[config.mk]
export PLATFORM = sky130hd
export DESIGN_NAME = alu_exec_unit
export DESIGN_NICKNAME = d
export VERILOG_FILES = /design/src/rtl/alu_exec_unit.sv
export SDC_FILE = /design/constraint.sdc
export NUM_CORES = 1
export LEC_CHECK = 0
export ABC_AREA = 1
export CAP_MARGIN = 20
export CORE_ASPECT_RATIO = 1.25
export CORE_MARGIN = 4
export CORE_UTILIZATION = 52
export DETAILED_ROUTE_END_ITERATION = 7
export PLACE_DENSITY = 0.85
export SETUP_SLACK_MARGIN = 0.3
export SYNTH_ARGS = -nofsm -noshare
export SYNTH_HDL_FRONTEND = slang
export SYNTH_SLANG_ARGS = --single-unit
[constraint.sdc]
create_clock -name clk -period 4.7 [get_ports clk]
set_input_delay 0.47 -clock clk [delete_from_list [all_inputs] [get_ports clk]]
set_output_delay 0.47 -clock clk [all_outputs]
set_load 0.02 [all_outputs]
[src/rtl/alu_exec_unit.sv]
// alu_exec_unit: execute-stage ALU with registered result/zero flag.
// Arithmetic and logic ops finish in one cycle; shifts iterate 1 bit per cycle.
// A valid/ready handshake on both sides lets the pipeline stall around shifts.
//
// state | meaning
// ------+------------------------------------------------------------
// IDLE  | waiting for a request, in_ready=1
// SHIFT | iterative shift in progress, one bit per cycle
// DONE  | result/zero held with out_valid=1 until out_ready
module alu_exec_unit #(
    parameter int XLEN    = 32,
    parameter int SHAMT_W = $clog2(XLEN)
) (
    input  logic               clk,
    input  logic               rst_n,
    input  logic               in_valid,
    output logic               in_ready,
    input  logic [3:0]         alu_ctrl,
    input  logic [XLEN-1:0]    op_a,
    input  logic [XLEN-1:0]    op_b,
    output logic               out_valid,
    input  logic               out_ready,
    output logic [XLEN-1:0]    result,
    output logic               zero,
    output logic               busy
);

    localparam logic [3:0] OP_ADD  = 4'b0000;
    localparam logic [3:0] OP_SUB  = 4'b1000;
    localparam logic [3:0] OP_SLL  = 4'b0001;
    localparam logic [3:0] OP_SRL  = 4'b0101;
    localparam logic [3:0] OP_SRA  = 4'b1101;
    localparam logic [3:0] OP_SLT  = 4'b0010;
    localparam logic [3:0] OP_SLTU = 4'b0011;
    localparam logic [3:0] OP_XOR  = 4'b0100;
    localparam logic [3:0] OP_OR   = 4'b0110;
    localparam logic [3:0] OP_AND  = 4'b0111;

    typedef enum logic [1:0] {
        IDLE  = 2'd0,
        SHIFT = 2'd1,
        DONE  = 2'd2
    } state_t;

    state_t              state_q;
    logic [3:0]          ctrl_q;
    logic [XLEN-1:0]     work_q;
    logic [SHAMT_W-1:0]  cnt_q;
    logic [XLEN-1:0]     result_q;
    logic                zero_q;

    logic [XLEN-1:0]     alu_d;
    logic [XLEN-1:0]     shift_d;
    logic                is_shift;
    logic [SHAMT_W-1:0]  shamt;

    assign shamt    = op_b[SHAMT_W-1:0];
    assign is_shift = (alu_ctrl == OP_SLL) || (alu_ctrl == OP_SRL) || (alu_ctrl == OP_SRA);

    // Single-cycle arithmetic/logic result from the live request operands.
    always_comb begin
        alu_d = op_a + op_b;
        case (alu_ctrl)
            OP_SUB:  alu_d = op_a - op_b;
            OP_SLT:  alu_d = {{(XLEN-1){1'b0}}, ($signed(op_a) < $signed(op_b))};
            OP_SLTU: alu_d = {{(XLEN-1){1'b0}}, (op_a < op_b)};
            OP_XOR:  alu_d = op_a ^ op_b;
            OP_OR:   alu_d = op_a | op_b;
            OP_AND:  alu_d = op_a & op_b;
            default: alu_d = op_a + op_b;
        endcase
    end

    // One-bit step of the iterative shifter, direction taken from the captured op.
    always_comb begin
        shift_d = {work_q[XLEN-1], work_q[XLEN-1:1]};
        case (ctrl_q)
            OP_SLL:  shift_d = {work_q[XLEN-2:0], 1'b0};
            OP_SRL:  shift_d = {1'b0, work_q[XLEN-1:1]};
            default: shift_d = {work_q[XLEN-1], work_q[XLEN-1:1]};
        endcase
    end

    // Control FSM with registered result, zero flag, work register and counter.
    always_ff @(posedge clk or negedge rst_n) begin
        if (!rst_n) begin
            state_q  <= IDLE;
            ctrl_q   <= OP_ADD;
            work_q   <= '0;
            cnt_q    <= '0;
            result_q <= '0;
            zero_q   <= 1'b1;
        end else begin
            case (state_q)
                IDLE: begin
                    if (in_valid) begin
                        ctrl_q <= alu_ctrl;
                        if (is_shift) begin
                            work_q <= op_a;
                            cnt_q  <= shamt;
                            if (shamt == '0) begin
                                result_q <= op_a;
                                zero_q   <= (op_a == '0);
                                state_q  <= DONE;
                            end else begin
                                state_q  <= SHIFT;
                            end
                        end else begin
                            result_q <= alu_d;
                            zero_q   <= (alu_d == '0);
                            state_q  <= DONE;
                        end
                    end
                end
                SHIFT: begin
                    work_q <= shift_d;
                    cnt_q  <= cnt_q - SHAMT_W'(1);
                    if (cnt_q == SHAMT_W'(1)) begin
                        result_q <= shift_d;
                        zero_q   <= (shift_d == '0);
                        state_q  <= DONE;
                    end
                end
                DONE: begin
                    if (out_ready) begin
                        state_q <= IDLE;
                    end
                end
                default: state_q <= IDLE;
            endcase
        end
    end

    assign in_ready  = (state_q == IDLE);
    assign out_valid = (state_q == DONE);
    assign busy      = (state_q != IDLE);
    assign result    = result_q;
    assign zero      = zero_q;

endmodule

# Word-level counts from Yosys, hierarchy flattened
# Index checks and enable logic that the tools add are counted.
[word_totals]
ff_bits = 76
[classes]
n_addsub = 3
order_cmp = 2
n_eq_ne = 19
mux = 24
bitwise_logic = 3
n_reduce_logical = 13
[op_table]
columns = ["operator", "n"]
rows = [
  ["$mux W32", 6],
  ["$pmux W32 S2", 3],
  ["$pmux W32 S6", 1],
  ["$logic_not A32 Y1", 3],
  ["$lt A32 B32 Y1", 2],
  ["$add A32 B32 Y32", 1],
  ["$and A32 B32 Y32", 1],
  ["$or A32 B32 Y32", 1],
  ["$sub A32 B32 Y32", 1],
  ["$xor A32 B32 Y32", 1],
  ["$eq A4 B3 Y1 const B", 5],
  ["$mux W2", 5],
  ["$mux W5", 2],
  ["$pmux W5 S2", 1],
  ["$eq A4 B1 Y1 const B", 2],
  ["$eq A4 B2 Y1 const B", 2],
  ["$eq A4 B4 Y1 const B", 2],
  ["$pmux W2 S3", 1],
  ["$reduce_and A3 Y1", 2],
  ["$eq A5 B1 Y1 const B", 1],
  ["$logic_not A5 Y1", 1],
  ["$sub A5 B1 Y5 const B", 1],
  ["$mux W1", 4],
  ["$ne A2 B1 Y1 const B", 2],
  ["other kinds (10)", 13],
]

# Logic depth before layout (Yosys ltp)
[logic_depth]
ltp_word = 6
mapped_depth = 24
ltp_nobuf = 23

# Worst setup path before layout
# Ideal clock, no wire load.
[synth_path]
path_type = "input-to-reg"
from = "in op_a[0]"
to = "reg zero_q, in the netlist zero"
setup_ns = 0.068
arrival_ns = 2.442
required_time_ns = 4.632
setup_slack_ns = 2.190
path_stages = 21
n_path_buf = 0
path_cell_list = "inv_1 > ha_1 > inv_1 > fa_1 > nand2_1 > nand2_1 > nand3_1 > nand2_1 > nand3_1 > nand2_1 > nand3_1 > nand3_1 > nand3_1 > nand2_1 > nor2_1 > nand2_1 > nor2_1 > nand3_1 > nand2_1 > nand2_1 > a21oi_2"
[synth_via]
elab_chain_len = 6
elab_cells_between_ends = 14
[synth_rtl]
columns = ["item", "line", "source"]
rows = [
  ["start: declaration", "19", "input logic [XLEN-1:0] op_a,"],
  ["$add A32 B32 Y32 (tied with other cells)", "70", "default: alu_d = op_a + op_b;"],
  ["$pmux W32 S6", "63", "case (alu_ctrl)"],
  ["$logic_not A32 Y1", "110", "zero_q <= (alu_d == '0);"],
  ["$mux W1 (*)", "98", "if (is_shift) begin"],
  ["$mux W1 (*)", "96", "if (in_valid) begin"],
  ["$pmux W1 S2 (*)", "94", "case (state_q)"],
  ["end signal: assignment", "103", "zero_q <= (op_a == '0);"],
  ["end signal: assignment", "110", ""],
  ["end signal: assignment", "120", "zero_q <= (shift_d == '0);"],
  ["end: declaration", "50", "logic zero_q;"],
]
# Mark *: on every way between the ends. The rest lies on a longest branch, timed or not. The select of a mux whose other input is x is not followed.
# A chain may end at the register's enable or synchronous reset.

# Worst setup path in the final report
[layout_path]
from = "in op_a[1]"
to = "reg zero_q, in the netlist zero"
# Same word-level chain as after synthesis.

==> reports/summary.md <==
The flow ran to the end, and the final reports show no timing, DRC or antenna violations. The number of placed I/O pins was 108; the total number of vias was 13,400. Number of DRC violations after detailed-routing iteration 0: 1,596. The layout overhead on the synthesized area was 13.0%; the synthesized net count was 2,089. The first TritonRoute pass finished after 6 iterations. TritonCTS built the clock tree.

In the routed design, unresolved DRC markers number 0. The height of the chip came out at 170 µm. Once layout is complete, the cells apart from fillers number 2,243.

In the routed layout, each cell is associated on average with a via count of 5.98. The number of buffers and inverters on the critical path is 2. The x dimension of the die works out to 137 µm. Total count of max-transition violations in the final report: 0. The slowest stage of the critical path belongs to the cell sky130_fd_sc_hd__clkdlybuf4s50_1.

Overall global routing resource usage: 0.381. Including well taps, the total number of placed cells is 2,227. The Yosys step of the flow raised 0 warnings. The mapped netlist covers 10,900 µm². The worst setup path is launched from an input pin. Yosys mapped a number of flops with a built-in enable equal to 0.

The part of the cycle the worst path needs works out to 0.800. For the HPWL after detailed placement, the log shows 35.8 mm. Clock tree synthesis inserted a total of 9 buffers. The core region is 20,300 µm². The arrival time at the worst endpoint is 4030 ps.

The share of synthesized registers carrying an async set or reset was 1.00; the number of diodes was 0. The final antenna-violating net count is 0. Among cell families on the critical path, the largest total delay comes from simple AND/OR/NAND/NOR gates. The path category of the worst min-delay check is input pin to async pin.

The number of buffers added to fix hold violations after cts was 0. The post-detailed-route wirelength per cell was 20.1 µm; the share of post-route cells with drive strength above 1 was 0.0284. The initialized floorplan defines 58 standard-cell rows. The run gives 4970 ps as the data required time of the worst path. Setup repair after global routing left no endpoint under its margin.

Port buffering added 107 buffers. For the number of failing setup endpoints in the final timing report, the log shows 0. The most numerous cell type found on the critical path is sky130_fd_sc_hd__nand2_1.

Summed over all failing endpoints, the final setup total negative slack is 0 ps. The library cell used as clock root buffer is sky130_fd_sc_hd__clkbuf_16. The areal power density over the cells is 396 nW/µm², and the total global routing overflow is 0. The detailed-route wire length is 45.2 mm. The run gives 266 MHz as the top achievable clock speed. Largest net degree at the start of global routing: 77. The post-synthesis sequential area ratio is 0.175, and the minimum clock period after layout is 3760 ps. The clock latency on the worst-skew pair is 330 ps. The die outline area is 23,300 µm², and the hold violation count in the final report is 0. The net count of the finished layout is 2,140.

The category of the worst setup path capture point was a register. After clock tree synthesis, the clock-pin slew on the worst setup and hold paths is 60 ps. Clock skew on the completed layout was measured at 7.80 ps.

The wire length of the first global-routing pass is 68.4 mm. In this run the worst path has a maximum fanout of 7. The analysis attributes to cell leakage a power of 0.00642 µW. The run gives 12,500 as the via count of the first global-routing pass. The transition time at the pin with the least slew margin was 948 ps. Leaving out fill and tap cells, the most frequent cell in the layout is sky130_fd_sc_hd__nand2_1.

Walking the worst path, the cells encountered are clkdlybuf4s50_1, inv_1, ha_1, nand3_1, nand2_1, nand2_1, nand2_1, nand2_1, nand2_1, nand3_1, nand2_1, nand2_1, nand2_1, nor2_1, nor2_1, nand2_1, nor2_1, nand3_1, nand2_1, nand2_1, a21oi_2. The H-tree level count was 3. The tree built by TritonCTS fans out to 76 sinks. Among all flip-flop cells after synthesis, the most frequent one is sky130_fd_sc_hd__dfrtp_1.

In the layout the commonest cells are sky130_fd_sc_hd__nand2_1, sky130_fd_sc_hd__inv_1, sky130_fd_sc_hd__nor2_1. The number of unique standard cell types used by synthesis is 48, and the number of storage elements in the synthesis netlist is 76. The logs give 0 for the initial antenna violation count and 0.535 for the starting density of the core. The critical path is of the input pin to register type. The delay of the slowest cell on the worst path works out to 710 ps. The logs give 0.368 for the worst slew margin relative to its limit and 2 for the number of buffers between clock root and the deepest sink. Power comes to 4860 µW. The tool flagged a number of max-cap violations equal to 0. Routability-driven placement finished with a final weighted congestion of 1.04.

Post-synthesis average cell area: 5.67 µm². The maximum resistive drop on vdd was 378 µV. In the synthesized netlist, the number of instances is 1,917. Once the clock tree was built, the setup fixing pass inserted 0 buffers. The post-cts sizing count came out at 0.
## metrics by stage
step	util	worst slack (ps)	area, µm²	hold slack [ps]
2_1_floorplan	-	2190	10900	174
4_1_cts	0.604	1050	12300	312
5_1_grt	0.604	688	12300	348
3_5_place_dp	0.588	724	12000	473
6_report	0.604	939	12300	282
3_3_place_gp	0.588	717	12000	464
## area by class of cell
type	count	area (µm²)
clock inverter	5	75.1
fill	2054	8050
inverter	319	1200
clock buffer	11	243
tap	270	338
multi-input combinational	1445	7370
timing repair buffer	117	1140
sequential	76	1900
## synthesized netlist by cell type (3+ instances only)
cell type | count | share of area
sky130_fd_sc_hd__a22oi_1 | 6 | 0.0041
sky130_fd_sc_hd__ha_1 | 98 | 0.11
sky130_fd_sc_hd__o211ai_1 | 31 | 0.021
sky130_fd_sc_hd__a21oi_1 | 115 | 0.053
sky130_fd_sc_hd__nor2_4 | 3 | 0.0031
sky130_fd_sc_hd__nor3_1 | 23 | 0.011
sky130_fd_sc_hd__nand4_1 | 32 | 0.018
sky130_fd_sc_hd__inv_1 | 309 | 0.11
sky130_fd_sc_hd__buf_4 | 9 | 0.0062
sky130_fd_sc_hd__nor2_1 | 253 | 0.087
sky130_fd_sc_hd__o21bai_1 | 11 | 0.0076
sky130_fd_sc_hd__nand3_1 | 164 | 0.076
sky130_fd_sc_hd__buf_2 | 35 | 0.016
sky130_fd_sc_hd__nor4_1 | 7 | 0.0040
sky130_fd_sc_hd__nor2_2 | 5 | 0.0029
sky130_fd_sc_hd__o21ai_0 | 105 | 0.048
sky130_fd_sc_hd__a31oi_1 | 12 | 0.0069
sky130_fd_sc_hd__a221oi_1 | 8 | 0.0065
sky130_fd_sc_hd__o22ai_1 | 19 | 0.011
sky130_fd_sc_hd__nand2_1 | 526 | 0.18
sky130_fd_sc_hd__clkbuf_1 | 28 | 0.0097
sky130_fd_sc_hd__dfrtp_1 | 75 | 0.17
sky130_fd_sc_hd__buf_6 | 4 | 0.0041
sky130_fd_sc_hd__inv_2 | 9 | 0.0031
## path summary, 6_finish.rpt
kind,start,endpoint,slack [ps],depth (start not counted)
worst min register to register,ctrl_q[1]$_DFFE_PN0P_,ctrl_q[1]$_DFFE_PN0P_,510,2
worst max register to register,ctrl_q[1]$_DFFE_PN0P_,zero$_DFFE_PN1P_,1960,9
min in group clk,ctrl_q[1]$_DFFE_PN0P_,ctrl_q[1]$_DFFE_PN0P_,510,2
max in group asynchronous,rst_n,work_q[28]$_DFFE_PN0P_,3800,1
worst max-delay path,op_a[1],zero$_DFFE_PN1P_,940,21
worst min-delay path,rst_n,cnt_q[2]$_DFFE_PN0P_,280,1
## worst register-to-register path: stages (launching register included)
cell	delay [ps]
sky130_fd_sc_hd__dfrtp_1	380
sky130_fd_sc_hd__or2_2	340
sky130_fd_sc_hd__nor3_4	460
sky130_fd_sc_hd__buf_4	420
sky130_fd_sc_hd__nand2_1	110
sky130_fd_sc_hd__o21ai_0	150
sky130_fd_sc_hd__nand2_1	130
sky130_fd_sc_hd__nor4_1	320
sky130_fd_sc_hd__a41oi_1	200
sky130_fd_sc_hd__a21oi_2	170
## cells by family after synthesis
group | after synthesis | synth area share
flip-flops | 76 | 0.175
buffers and inverters | 396 | 0.147
adder cells (fa/ha/maj) | 100 | 0.117
AO/OA/AOI/OAI | 316 | 0.165
AND/OR/NAND/NOR | 1028 | 0.395
XOR/XNOR | 1 | 0.000807
## flip-flops by register name, indices dropped and copies added (netlist names)
name	flops
ctrl_q	4
result	32
zero	1
cnt_q	5
work_q	32
state_q	2
## power by group
group	total [µW]	internal [µW]	switching, µW	leakage [µW]
Clock	737	477	261	0.000159
Combinational	2920	981	1940	0.00538
Sequential	1190	987	207	0.000885
Total	4860	2440	2410	0.00642
## routing by layer
metal,up-vias,GRT usage,share of wire
li1,6240,-,-
met1,6228,0.516,0.40
met2,815,0.607,0.44
met3,119,0.0638,0.11
met4,0,0.144,0.042
met5,-,0,0
(Power assumes the default switching activity.)
